File: config.mk
export PLATFORM = sky130hd
export DESIGN_NAME = instr_fetch_flat
export DESIGN_NICKNAME = d
export VERILOG_FILES = /design/src/rtl/instr_fetch_pkg.sv /design/src/rtl/instr_fetch_if.sv /design/src/rtl/fetch_fifo.sv /design/src/rtl/instr_fetch.sv /design/src/flat_wrapper.sv
export SDC_FILE = /design/constraint.sdc
export NUM_CORES = 1
export LEC_CHECK = 0
export CORE_AREA = 2 2 231 233
export DETAILED_ROUTE_END_ITERATION = 7
export DIE_AREA = 0 0 233 235
export PLACE_DENSITY_LB_ADDON = 0.12
export SYNTH_ARGS = -nofsm -noshare
export SYNTH_HDL_FRONTEND = slang
export SYNTH_SLANG_ARGS = --single-unit
File: constraint.sdc
create_clock -name clk -period 10.34 [get_ports clk]
set_input_delay 2.068 -clock clk [delete_from_list [all_inputs] [get_ports clk]]
set_output_delay 2.068 -clock clk [all_outputs]
set_load 0.01 [all_outputs]
File: src/rtl/instr_fetch_pkg.sv
// instr_fetch_pkg: shared fetch-stage constants, FIFO entry type and PC alignment helper
package instr_fetch_pkg;
    localparam logic [31:0] DEFAULT_RESET_PC = 32'h0000_0000;
    localparam int INSTR_W = 32;
    localparam int FETCH_DEPTH = 3;
    localparam int CNT_W = $clog2(FETCH_DEPTH + 1);
    typedef struct packed {
        logic [31:0]        pc;
        logic [INSTR_W-1:0] instr;
    } fetch_entry_t;
    function automatic logic [31:0] word_align(input logic [31:0] a);
        return {a[31:2], 2'b00};
    endfunction
endpackage

File: src/rtl/instr_fetch_if.sv
// instr_fetch_if: fetch-stage bus bundle
//   imem_req_*  : word read request to instruction memory (valid/ready, addr)
//   imem_rsp_*  : in-order read data from instruction memory
//   redirect_*  : taken branch / jump target from execute
//   out_*       : instruction + PC handshake towards decode
//   master = fetch stage, slave = memory/decode/execute environment
interface instr_fetch_if;
    import instr_fetch_pkg::*;
    logic               imem_req_valid;
    logic               imem_req_ready;
    logic [31:0]        imem_req_addr;
    logic               imem_rsp_valid;
    logic [INSTR_W-1:0] imem_rsp_data;
    logic               redirect_valid;
    logic [31:0]        redirect_pc;
    logic               out_valid;
    logic               out_ready;
    logic [INSTR_W-1:0] out_instr;
    logic [31:0]        out_pc;
    modport master (
        output imem_req_valid, imem_req_addr, out_valid, out_instr, out_pc,
        input  imem_req_ready, imem_rsp_valid, imem_rsp_data, redirect_valid, redirect_pc, out_ready
    );
    modport slave (
        input  imem_req_valid, imem_req_addr, out_valid, out_instr, out_pc,
        output imem_req_ready, imem_rsp_valid, imem_rsp_data, redirect_valid, redirect_pc, out_ready
    );
endinterface

File: src/rtl/fetch_fifo.sv
// fetch_fifo: parameterised-depth synchronous FIFO with flush
//   clk, rst : clock, synchronous active-high reset
//   flush_i  : empty the FIFO at the next edge
//   push_i   : write din_i (ignored when full without a pop)
//   pop_i    : drop the head entry (ignored when empty)
//   dout_o   : head entry
//   count_o  : number of stored entries
module fetch_fifo #(
    parameter int DEPTH = 3,
    parameter int W     = 64
) (
    input  logic                         clk,
    input  logic                         rst,
    input  logic                         flush_i,
    input  logic                         push_i,
    input  logic [W-1:0]                 din_i,
    input  logic                         pop_i,
    output logic [W-1:0]                 dout_o,
    output logic [$clog2(DEPTH+1)-1:0]   count_o
);
    localparam int PW = (DEPTH > 1) ? $clog2(DEPTH) : 1;
    localparam int CW = $clog2(DEPTH + 1);
    localparam logic [PW-1:0] LAST = PW'(DEPTH - 1);
    localparam logic [CW-1:0] FULL = CW'(DEPTH);
    logic [W-1:0]  mem_q [DEPTH];
    logic [PW-1:0] rd_q, wr_q;
    logic [CW-1:0] cnt_q;
    logic          do_push, do_pop;
    assign do_pop  = pop_i && cnt_q != '0;
    assign do_push = push_i && (cnt_q != FULL || do_pop);
    assign dout_o  = mem_q[rd_q];
    assign count_o = cnt_q;
    always_ff @(posedge clk) begin
        if (rst || flush_i) begin
            rd_q  <= '0;
            wr_q  <= '0;
            cnt_q <= '0;
        end else begin
            if (do_push) wr_q <= (wr_q == LAST) ? '0 : wr_q + 1'b1;
            if (do_pop) rd_q <= (rd_q == LAST) ? '0 : rd_q + 1'b1;
            cnt_q <= cnt_q + CW'(do_push) - CW'(do_pop);
        end
    end
    always_ff @(posedge clk) begin
        if (do_push) mem_q[wr_q] <= din_i;
    end
endmodule

File: src/rtl/instr_fetch.sv
// instr_fetch: RV32 fetch stage - PC, memory request issue, response buffering, redirect flush
//   clk, rst : clock, synchronous active-high reset
//   bus      : instr_fetch_if.master (imem request/response, redirect, decode handshake)
module instr_fetch
    import instr_fetch_pkg::*;
#(
    parameter logic [31:0] RESET_PC = DEFAULT_RESET_PC
) (
    input logic           clk,
    input logic           rst,
    instr_fetch_if.master bus
);
    logic [31:0]    fetch_pc_q, fetch_pc_d, pcq_head;
    logic [CNT_W-1:0] discard_q, discard_d, data_cnt, pcq_cnt;
    logic [CNT_W:0] inflight, busy;
    logic           run_q, accept, keep;
    fetch_entry_t   head;
    // Every accepted request is either waiting in the pc queue or marked for discard.
    assign inflight = {1'b0, pcq_cnt} + {1'b0, discard_q};
    assign busy     = inflight + {1'b0, data_cnt};
    // run_q holds issue off for the first cycle after reset is released.
    assign bus.imem_req_valid = !rst && run_q && !bus.redirect_valid && busy < (CNT_W+1)'(FETCH_DEPTH);
    assign bus.imem_req_addr  = fetch_pc_q;
    assign accept = bus.imem_req_valid && bus.imem_req_ready;
    assign keep   = bus.imem_rsp_valid && discard_q == '0 && !bus.redirect_valid;
    assign bus.out_valid = data_cnt != '0;
    assign bus.out_pc    = head.pc;
    assign bus.out_instr = head.instr;
    always_comb begin
        fetch_pc_d = bus.redirect_valid ? word_align(bus.redirect_pc) : accept ? fetch_pc_q + 32'd4 : fetch_pc_q;
        discard_d  = bus.redirect_valid ? CNT_W'(inflight) - CNT_W'(bus.imem_rsp_valid)
                                        : discard_q - CNT_W'(bus.imem_rsp_valid && discard_q != '0);
    end
    always_ff @(posedge clk) begin
        if (rst) begin
            fetch_pc_q <= RESET_PC;
            discard_q  <= '0;
            run_q      <= 1'b0;
        end else begin
            fetch_pc_q <= fetch_pc_d;
            discard_q  <= discard_d;
            run_q      <= 1'b1;
        end
    end
    // PCs of live requests, popped as their responses return in order.
    fetch_fifo #(.DEPTH(FETCH_DEPTH), .W(32)) u_pcq (
        .clk(clk), .rst(rst), .flush_i(bus.redirect_valid),
        .push_i(accept), .din_i(fetch_pc_q), .pop_i(keep),
        .dout_o(pcq_head), .count_o(pcq_cnt)
    );
    fetch_fifo #(.DEPTH(FETCH_DEPTH), .W($bits(fetch_entry_t))) u_buf (
        .clk(clk), .rst(rst), .flush_i(bus.redirect_valid),
        .push_i(keep), .din_i({pcq_head, bus.imem_rsp_data}), .pop_i(bus.out_valid && bus.out_ready),
        .dout_o(head), .count_o(data_cnt)
    );
endmodule

File: src/flat_wrapper.sv
// flat-port wrapper written by rule: the top's interface ports become plain ports
module instr_fetch_flat import instr_fetch_pkg::*;
#(
    parameter logic [31:0] RESET_PC = DEFAULT_RESET_PC
)
  (clk, rst, bus_imem_req_valid, bus_imem_req_addr, bus_out_valid, bus_out_instr, bus_out_pc, bus_imem_req_ready, bus_imem_rsp_valid, bus_imem_rsp_data, bus_redirect_valid, bus_redirect_pc, bus_out_ready);
  instr_fetch_if bus_i ();
  input logic clk;
  input logic rst;
  output wire logic [$bits(bus_i.imem_req_valid)-1:0] bus_imem_req_valid;
  output wire logic [$bits(bus_i.imem_req_addr)-1:0] bus_imem_req_addr;
  output wire logic [$bits(bus_i.out_valid)-1:0] bus_out_valid;
  output wire logic [$bits(bus_i.out_instr)-1:0] bus_out_instr;
  output wire logic [$bits(bus_i.out_pc)-1:0] bus_out_pc;
  input wire logic [$bits(bus_i.imem_req_ready)-1:0] bus_imem_req_ready;
  input wire logic [$bits(bus_i.imem_rsp_valid)-1:0] bus_imem_rsp_valid;
  input wire logic [$bits(bus_i.imem_rsp_data)-1:0] bus_imem_rsp_data;
  input wire logic [$bits(bus_i.redirect_valid)-1:0] bus_redirect_valid;
  input wire logic [$bits(bus_i.redirect_pc)-1:0] bus_redirect_pc;
  input wire logic [$bits(bus_i.out_ready)-1:0] bus_out_ready;
  assign bus_imem_req_valid = bus_i.imem_req_valid;
  assign bus_imem_req_addr = bus_i.imem_req_addr;
  assign bus_out_valid = bus_i.out_valid;
  assign bus_out_instr = bus_i.out_instr;
  assign bus_out_pc = bus_i.out_pc;
  assign bus_i.imem_req_ready = bus_imem_req_ready;
  assign bus_i.imem_rsp_valid = bus_imem_rsp_valid;
  assign bus_i.imem_rsp_data = bus_imem_rsp_data;
  assign bus_i.redirect_valid = bus_redirect_valid;
  assign bus_i.redirect_pc = bus_redirect_pc;
  assign bus_i.out_ready = bus_out_ready;
  instr_fetch #(.RESET_PC(RESET_PC)) u_core (.clk(clk), .rst(rst), .bus(bus_i));
endmodule
; After elaboration in Yosys (flattened, before gate mapping)
; Memories as Yosys holds them, arrays and structs flattened. A register that Yosys moved wholly into a read port is not among the register bits.
; Cells that the tools add are included.
[word_totals]
register_bits = 47
ram_bits = 288
inputBits = 70
out_inout_bits = 98
elab_cells = 71
memories = 2
[memory_table]
columns = memory, words, width, read_ports, rd_ports_with_merged_regs, wr, line_no
row1 = u_core.u_buf.mem_q, 3, 64, 1, 1, 1, fetch_fifo.sv:25  ; logic [W-1:0] mem_q [DEPTH];
row2 = u_core.u_pcq.mem_q, 3, 32, 1, 1, 1, fetch_fifo.sv:25
[classes]
n_addsub = 13
order_cmp = 1
eq_ne = 6
muxes = 16
reduce_logical = 23
[ops]
columns = op, n
row1 = 2-to-1 mux 32 bit, 2
row2 = "adder 32 x 3 -> 32 bit, second input constant", 1
row3 = 2-to-1 mux 2 bit, 9
row4 = logical AND 1 bit, 12
row5 = "adder 2 x 1 -> 2 bit, second input constant", 4
row6 = "== test 2 bit, second input constant", 4
row7 = nonzero test 2 bit, 4
row8 = subtractor 2 x 1 -> 2 bit, 4
row9 = 2-to-1 mux 1 bit, 5
row10 = adder 2 x 1 -> 2 bit, 2
row11 = "!= test 2 bit, second input constant", 2
row12 = adder 2 x 2 -> 3 bit, 1
row13 = adder 3 x 2 -> 3 bit, 1
row14 = logical OR 1 bit, 3
row15 = "less-than comparator 3 x 2 -> 1 bit, second input constant", 1
row16 = zero test 1 bit, 2
row17 = zero test 2 bit, 1
row18 = OR reduction 2 bit, 1

; Longest topological paths before layout
; Gate-level depths: netlist of the first run.
[depth]
depth_word = 8
mapped_depth = 13
depth_no_buf = 13

; Hierarchy
; A second synthesis of the first run with hierarchy kept.
[hier_totals]
hier_cells = 941
hier_area_um2 = 13404.1
[modules_own_cells]
columns = mod, instances, cells_per_inst, area_each_um2, seq_area_each_um2
row1 = fetch_fifo (u_core.u_buf), 1, 442, 7448.4, 5925.7
row2 = fetch_fifo (u_core.u_pcq), 1, 240, 3901.2, 3042.9
row3 = instr_fetch, 1, 259, 2054.5, 660.6

; Least setup slack after synthesis of the first run
; No wires, ideal clock.
[synth_timing]
path_kind = in2reg
from = input bus_redirect_valid
to = memory u_core.u_buf.mem_q[2][0], enable pin
setup_time_ns = 0.571
arrival_time_ns = 7.221
required_ns = 9.769
slack_ns = 2.548
path_stages = 3
path_cell_list = nor4b_1 -> o21ai_1 -> nor3b_1
[synth_between]
elab_chain_cells = 5
[synth_lines]
columns = element, line_no
row1 = "start, declared", flat_wrapper.sv:18  ; input wire logic [$bits(bus_i.redirect_valid)-1:0] bus_redirect_valid;
row2 = zero test 1 bit, instr_fetch.sv:25  ; assign keep = bus.imem_rsp_valid && discard_q == '0 && !bus.redirect_valid;
row3 = logical AND 1 bit, instr_fetch.sv:25
row4 = logical AND 1 bit, fetch_fifo.sv:30  ; assign do_push = push_i && (cnt_q != FULL || do_pop);
row5 = 2-to-1 mux 1 bit, fetch_fifo.sv:45  ; if (do_push) mem_q[wr_q] <= din_i;
row6 = 2-to-1 mux 1 bit (not written as such), fetch_fifo.sv:45
row7 = "end, declared", fetch_fifo.sv:25
; No other way between the ends.

; Worst setup path in the final report of the first run
[layout_timing]
from = input rst
to = output bus_imem_req_valid
[layout_between]
elab_chain_cells = 4
[layout_lines]
columns = element, line_no
row1 = "start, declared", flat_wrapper.sv:9  ; input logic rst;
row2 = zero test 1 bit, instr_fetch.sv:22  ; assign bus.imem_req_valid = !rst && run_q && !bus.redirect_valid && busy < (CNT_W+1)'(FETCH_DEPTH);
row3 = logical AND 1 bit (3 in series), instr_fetch.sv:22
row4 = "end, declared", flat_wrapper.sv:10  ; output wire logic [$bits(bus_i.imem_req_valid)-1:0] bus_imem_req_valid;
; No other way between the ends.

==> results of run 1 <==
## final cells by class
class / instances / area share
flip-flops and latches: 325 / 0.559
well taps: 688 / 0.0519
inverters: 18 / 0.00407
clock buffers: 55 / 0.0680
clock inverters: 16 / 0.00935
multi-input cells: 513 / 0.204
repair buffers: 175 / 0.103
## power groups by stage
stage | sequential (mW) | combinational (mW) | clock (mW)
global placement | 1.50 | 0.170 | 0
CTS | 1.48 | 0.170 | 1.42
finish | 1.48 | 0.166 | 1.37
global route | 1.48 | 0.182 | 1.46
floorplan | 1.50 | 0.0702 | 0
detailed placement | 1.50 | 0.170 | 0
## cells in the mapped netlist (3+ instances only)
cell type / n / area share
and2_1: 10 / 0.0049
a21oi_1: 16 / 0.0062
buf_4: 4 / 0.0023
and4_1: 3 / 0.0020
o21ai_0: 86 / 0.033
o22ai_1: 8 / 0.0039
nor4_2: 8 / 0.0078
clkbuf_1: 36 / 0.010
or3_1: 4 / 0.0019
o21ai_1: 10 / 0.0039
nor3b_1: 4 / 0.0023
mux2i_1: 92 / 0.071
edfxtp_1: 276 / 0.64
xnor2_1: 27 / 0.018
a31oi_1: 10 / 0.0049
inv_1: 17 / 0.0049
nor3_1: 14 / 0.0054
nand4_1: 9 / 0.0044
nor2_1: 24 / 0.0070
nand2_1: 124 / 0.036
buf_1: 7 / 0.0020
nand3_1: 8 / 0.0031
ha_1: 9 / 0.0087
a211oi_1: 11 / 0.0064
dfxtp_1: 49 / 0.076
## worst register-to-register path: cells and delay by family (launching register included)
family / cells / cell delay, ns
XOR/XNOR: 1 / 0.35
adder cells (fa/ha/maj): 3 / 1.18
flip-flops: 1 / 0.38
AND/OR/NAND/NOR: 2 / 0.27
AO/OA/AOI/OAI: 1 / 0.36
buffers and inverters: 4 / 0.57
## stage by stage
stage,cell area [um2],util
2_1_floorplan,12900,-
3_3_place_gp,15300,0.293
3_5_place_dp,15300,0.293
4_1_cts,16600,0.318
5_1_grt,16600,0.318
6_report,16600,0.318
## cell families (layout without fill, tap and decap cells)
kind of cell	count (synthesis)	in the layout	share of synthesized area
AO/OA/AOI/OAI	153	153	0.0677
XOR/XNOR	30	30	0.0218
adder cells (fa/ha/maj)	11	11	0.0118
buffers and inverters	67	264	0.0218
flip-flops	325	325	0.719
multiplexers	92	92	0.0714
other	1	4	0.000291
AND/OR/NAND/NOR	223	223	0.0865
## routing by layer
layer	global-route usage	up-vias
li1	-	3702
met1	0.160	3611
met2	0.186	182
met3	0.0329	50
met4	0.0373	0
met5	0	-
## how the worst min path moves through the flow
| stage | depth (start not counted) | end | start | slack [ns] |
|---|---|---|---|---|
| floorplan | 2 | u_core.u_buf.wr_q[1]$_SDFFE_PP0P_ | u_core.u_buf.wr_q[1]$_SDFFE_PP0P_ | 0.46 |
| global placement | 2 | u_core.u_pcq.wr_q[1]$_SDFFE_PP0P_ | u_core.u_pcq.wr_q[1]$_SDFFE_PP0P_ | 0.48 |
| detailed placement | 2 | u_core.u_pcq.wr_q[1]$_SDFFE_PP0P_ | u_core.u_pcq.wr_q[1]$_SDFFE_PP0P_ | 0.49 |
| CTS | 2 | u_core.u_buf.wr_q[1]$_SDFFE_PP0P_ | u_core.u_buf.wr_q[1]$_SDFFE_PP0P_ | 0.50 |
| global route | 2 | u_core.u_pcq.wr_q[1]$_SDFFE_PP0P_ | u_core.u_pcq.wr_q[1]$_SDFFE_PP0P_ | 0.54 |
| finish | 2 | u_core.u_pcq.wr_q[1]$_SDFFE_PP0P_ | u_core.u_pcq.wr_q[1]$_SDFFE_PP0P_ | 0.50 |
## sequential cells by signal, indices dropped and copies added (netlist names), named ones only
name	cells
u_core.u_buf.mem_q	186
u_core.u_pcq.rd_q	2
u_core.u_buf.rd_q	2
u_core.bus.imem_req_addr	30
u_core.u_buf.count_o	2
u_core.run_q	1
u_core.u_pcq.mem_q	90
u_core.u_buf.wr_q	2
u_core.u_pcq.wr_q	2
u_core.discard_q	2
u_core.u_pcq.count_o	2
==> impl_metrics.csv, run 1 <==
group,metric,value,unit
clock_tree,path_clk_slew,0.06,ns
floorplanning,design.die.area,54800,um2
route,dr.pass1.iters,5,
route,via_per_inst,4.22,
sta,clock.fmax,171,MHz
floorplanning,io_pins,168,
layout,stdcell_count,1790,
worst_setup_path,cp-start-kind,"primary input",
layout,multi_input_area,3380,um2
worst_setup_path,reg2reg_from,"u_core.discard_q[0]$_SDFF_PP0_",
worst_setup_path,critical_path.top_delay_family,"buffers and inverters",
sta,hold_viol,0,
sta,layout_setup_ws,4.48,ns
floorplanning,start_util,0.247,
floorplanning,rows,84,
clock_tree,post_cts_resized,0,
yosys,synth_ff_type,"edfxtp_1",
sta,finalClockSkew,0.0104,ns
worst_setup_path,reg2reg_depth,11,
worst_setup_path,required,8.27,ns
worst_setup_path,cp_max_fo,34,
layout,register_area,9280,um2
global_route,grt_pass1_wl,48800,um
sta,slew_violations,0,
job,cap_violations,0,
sta,maxSlewHeadroom,0.218,
run_status,status,"completed",
worst_setup_path,startpoint,"rst",
worst_setup_path,max_stage_delay,0.47,ns
power_and_ir_drop,power,3.01,mW
yosys,synth_area_per_cell,14.3,um2
global_route,grt.overflow.total,0,
placement,gp_congestion,0.702,
yosys,syn_area,12900,um2
route,met2_length,14500,um
yosys,synth_edf_count,276,
route,wl_met1,15400,um
clock_tree,clock_path_buffers,3,
route,wirelength,32600,um
yosys,yosysWarnings,0,
floorplanning,fp.dieH,235,um
placement,place_ws,4.46,ns
clock_tree,cts_tree,"done",
route,ant_nets,0,
power_and_ir_drop,p_seq_frac,0.491,
route,top_layer,"met4",
layout,nNetsFinal,1154,
power_and_ir_drop,powerDensity,181,nW/um2
worst_setup_path,r2r_slack,6.85,ns
floorplanning,die_x,233,um
sta,tns,0,ns
layout,syn_to_final_growth,28.6,%
clock_tree,cts_inserted_buffers,40,
route,met3_length,1870,um
layout,nFillCells,5173,
layout,final_cell_mix,"edfxtp_1 (276), clkdlybuf4s50_1 (161), nand2_1 (124)",
worst_setup_path,critPathCapture,"bus_imem_req_valid",
yosys,async_reset_ff_frac,0,
worst_setup_path,critical_path.most_common_cell,"clkdlybuf4s50_1",
placement,dp_hpwl,19700,um
hold_path,min-delay-path-class,"reg2reg",
clock_tree,clkSinkCount,325,
route,wl_per_cell,18.2,um
power_and_ir_drop,switching_share,0.213,
yosys,ys_ff_latch,325,
route,drc,0,
sta,timing.hold.ws,0.501,ns
power_and_ir_drop,p_sw,642,uW
clock_tree,htreeDepth,2,
sta,final.period_utilization,0.567,
sta,setup_violations,0,
worst_setup_path,regToRegEndpoint,"u_core.u_pcq.mem_q[1][29]$_DFFE_PP_",
route,drt_iter0_markers,394,
clock_tree,cts_root_buf,"clkbuf_16",
power_and_ir_drop,combPwrFrac,0.055,
yosys,synth_seq_area_share,0.719,
clock_tree,worstSkewPairLatency,0.54,ns
layout,diodes,0,
worst_setup_path,crit_type,"in2out",
worst_setup_path,crit_cells,5,
sta,fin_crit,5.86,ns
power_and_ir_drop,p_int,2.37,mW
global_route,grt_pass1_vias,7543,
yosys,synthesis.instances,902,
power_and_ir_drop,p_leak,5.05,nW
clock_tree,postCtsHoldBufs,0,
layout,drive_gt1_frac,0.0926,
global_route,grt_max_degree,79,
worst_setup_path,cp-end-kind,"output port",
power_and_ir_drop,ir_drop,0.0000841,V
layout,mostFrequentLayoutCell,"edfxtp_1",
worst_setup_path,critPathSlowestCell,"clkdlybuf4s50_1",
route,vias,7545,
global_route,grt_usage,0.119,
worst_setup_path,crit_chain,"clkdlybuf4s50_1, buf_4, nor2_1, and3_2, clkdlybuf4s50_1",
worst_setup_path,critPathBufInv,3,
clock_tree,post_cts_buffers,0,
sta,worst_pin_slew,1.17,ns
placement,place_inst,1719,
global_route,antenna_found_initial,0,
power_and_ir_drop,power.share.clock,0.454,
placement,port_buffers,161,
sta,rsz0062_at_grt,"no",
worst_setup_path,cp_data_arrival_time,3.79,ns
floorplanning,core,52200,um2
yosys,yosysUniqueCellTypes,50,
Power figures use the tool's default switching activity.
==> run 2: changes to the inputs <==
Clock period 10.34 ns to 5.55 ns, I/O delays scaled along.
==> impl_metrics.csv, run 2 (synthesis gave the netlist of run 1 again) <==
group,metric,value,unit
power_and_ir_drop,p_leak,5.06,nW
job,cap_violations,0,
power_and_ir_drop,powerDensity,327,nW/um2
clock_tree,clock_path_buffers,3,
hold_path,hold_end,"u_core.u_pcq.wr_q[1]$_SDFFE_PP0P_",
placement,place_ws,1.48,ns
layout,nFillCells,5163,
clock_tree,clkSinkCount,325,
route,wirelength,31100,um
run_status,status,"completed",
global_route,grt_usage,0.115,
worst_setup_path,critPathSlowestCell,"clkdlybuf4s50_1",
route,vias,7506,
worst_setup_path,cp_max_fo,7,
worst_setup_path,crit_type,"reg2out",
worst_setup_path,cp-end-kind,"output port",
placement,dp_hpwl,19500,um
global_route,grt_max_degree,95,
floorplanning,die_x,233,um
floorplanning,io_pins,168,
floorplanning,design.die.area,54800,um2
power_and_ir_drop,power.share.clock,0.437,
power_and_ir_drop,p_sw,1.17,mW
layout,final_cell_mix,"edfxtp_1 (276), clkdlybuf4s50_1 (161), nand2_1 (124)",
sta,finalClockSkew,0.00757,ns
clock_tree,cts_root_buf,"clkbuf_16",
floorplanning,start_util,0.247,
floorplanning,rows,84,
sta,worst_pin_slew,0.976,ns
worst_setup_path,critical_path.top_delay_family,"adder cells",
layout,drive_gt1_frac,0.0929,
worst_setup_path,cp-start-kind,"flip-flop",
sta,setup_violations,0,
route,ant_nets,0,
route,drt_iter0_markers,339,
clock_tree,post_cts_resized,0,
sta,slew_violations,0,
route,dr.pass1.iters,5,
clock_tree,cts_tree,"done",
worst_setup_path,reg2reg_depth,9,
worst_setup_path,critPathBufInv,3,
worst_setup_path,regToRegEndpoint,"u_core.u_pcq.mem_q[0][23]$_DFFE_PP_",
power_and_ir_drop,combPwrFrac,0.058,
sta,layout_setup_ws,1.10,ns
power_and_ir_drop,ir_drop,0.000169,V
clock_tree,postCtsHoldBufs,0,
floorplanning,fp.dieH,235,um
power_and_ir_drop,p_seq_frac,0.505,
route,drc,0,
power_and_ir_drop,p_int,4.27,mW
worst_setup_path,r2r_slack,1.92,ns
route,wl_per_cell,17.3,um
layout,nNetsFinal,1160,
global_route,grt.overflow.total,0,
sta,tns,0,ns
worst_setup_path,crit_chain,"ha_1, inv_1, fa_1, inv_1, fa_1, xor2_4, and3_2, clkdlybuf4s50_1",
sta,hold_viol,0,
clock_tree,post_cts_buffers,0,
floorplanning,core,52200,um2
worst_setup_path,reg2reg_from,"u_core.u_pcq.count_o[0]$_SDFF_PP0_",
placement,gp_congestion,0.715,
layout,syn_to_final_growth,28.9,%
hold_path,hp-start,"u_core.u_pcq.wr_q[1]$_SDFFE_PP0P_",
layout,largest-register,"u_core.u_buf.mem_q",
worst_setup_path,cp_data_arrival_time,3.34,ns
clock_tree,htreeDepth,2,
power_and_ir_drop,switching_share,0.215,
global_route,grt_pass1_vias,7628,
hold_path,holdPathStages,2,
sta,maxSlewHeadroom,0.349,
clock_tree,cts_inserted_buffers,39,
clock_tree,worstSkewPairLatency,0.54,ns
worst_setup_path,max_stage_delay,0.54,ns
layout,mostFrequentLayoutCell,"edfxtp_1",
global_route,grt_pass1_wl,47500,um
placement,postPlaceCellArea,15400,um2
sta,fin_crit,4.45,ns
worst_setup_path,required,4.44,ns
layout,fin_area,16600,um2
sta,clock.fmax,225,MHz
clock_tree,path_clk_slew,0.06,ns
sta,rsz0062_at_grt,"no",
hold_path,min-delay-path-class,"reg2reg",
global_route,antenna_found_initial,0,
route,via_per_inst,4.18,
sta,final.period_utilization,0.801,
layout,largest_register_ffs,186,
placement,port_buffers,161,
layout,diodes,0,
[run 2: worst max path at each step]
stage | startpoint | to | slack [ns] | depth (start not counted)
3_3_place_gp | bus_imem_rsp_valid | u_core.u_buf.mem_q[2][57]$_DFFE_PP_ | 1.47 | 5
4_1_cts | u_core.u_pcq.count_o[0]$_SDFF_PP0_ | bus_imem_req_valid | 1.03 | 8
5_1_grt | u_core.u_pcq.count_o[0]$_SDFF_PP0_ | bus_imem_req_valid | 0.93 | 8
2_1_floorplan | u_core.u_pcq.count_o[0]$_SDFF_PP0_ | u_core.u_pcq.mem_q[2][10]$_DFFE_PP_ | 0.64 | 8
6_report | u_core.u_pcq.count_o[0]$_SDFF_PP0_ | bus_imem_req_valid | 1.10 | 8
3_5_place_dp | bus_imem_rsp_valid | u_core.u_buf.mem_q[2][57]$_DFFE_PP_ | 1.48 | 5
[run 2: power groups by stage]
stage / registers [mW] / logic [mW] / clock network [mW]
after floorplan: 2.79 / 0.131 / 0
after global placement: 2.80 / 0.322 / 0
after detailed placement: 2.80 / 0.322 / 0
after CTS: 2.75 / 0.323 / 2.49
after global routing: 2.76 / 0.346 / 2.58
final: 2.75 / 0.314 / 2.38
[run 2: layout make-up]
class / instances / area (um2) / share of cell area
sequential: 325 / 9280 / 0.558
multi-input combinational: 513 / 3390 / 0.204
timing repair buffer: 182 / 1830 / 0.110
clock buffer: 51 / 1040 / 0.0626
tap: 688 / 861 / 0.0518
clock inverter: 20 / 149 / 0.00896
inverter: 18 / 67.6 / 0.00407
[run 2: per-layer routing]
layer	GRT usage	wire, um	vias up
met5	0	0	-
met4	0.0382	668	0
met3	0.0275	1630	44
met2	0.184	14400	176
met1	0.153	14500	3576
li1	-	-	3710
[run 2: worst reg2reg max path, stage by stage (launching register included)]
cell and delay [ns]:
dfxtp_1 0.38, ha_1 0.16, inv_1 0.04, fa_1 0.52
inv_1 0.07, fa_1 0.48, xor2_4 0.35, o2111ai_1 0.37
nor3_2 0.43, buf_4 0.46
[run 2: through the flow]
stage,hold slack [ns],std cells,util,total power [mW]
floorplan,0.459,905,-,2.92
global placement,0.484,1726,0.295,3.12
detailed placement,0.490,1726,0.295,3.12
CTS,0.499,1797,0.318,5.56
global route,0.534,1797,0.318,5.68
finish,0.494,1797,0.318,5.44
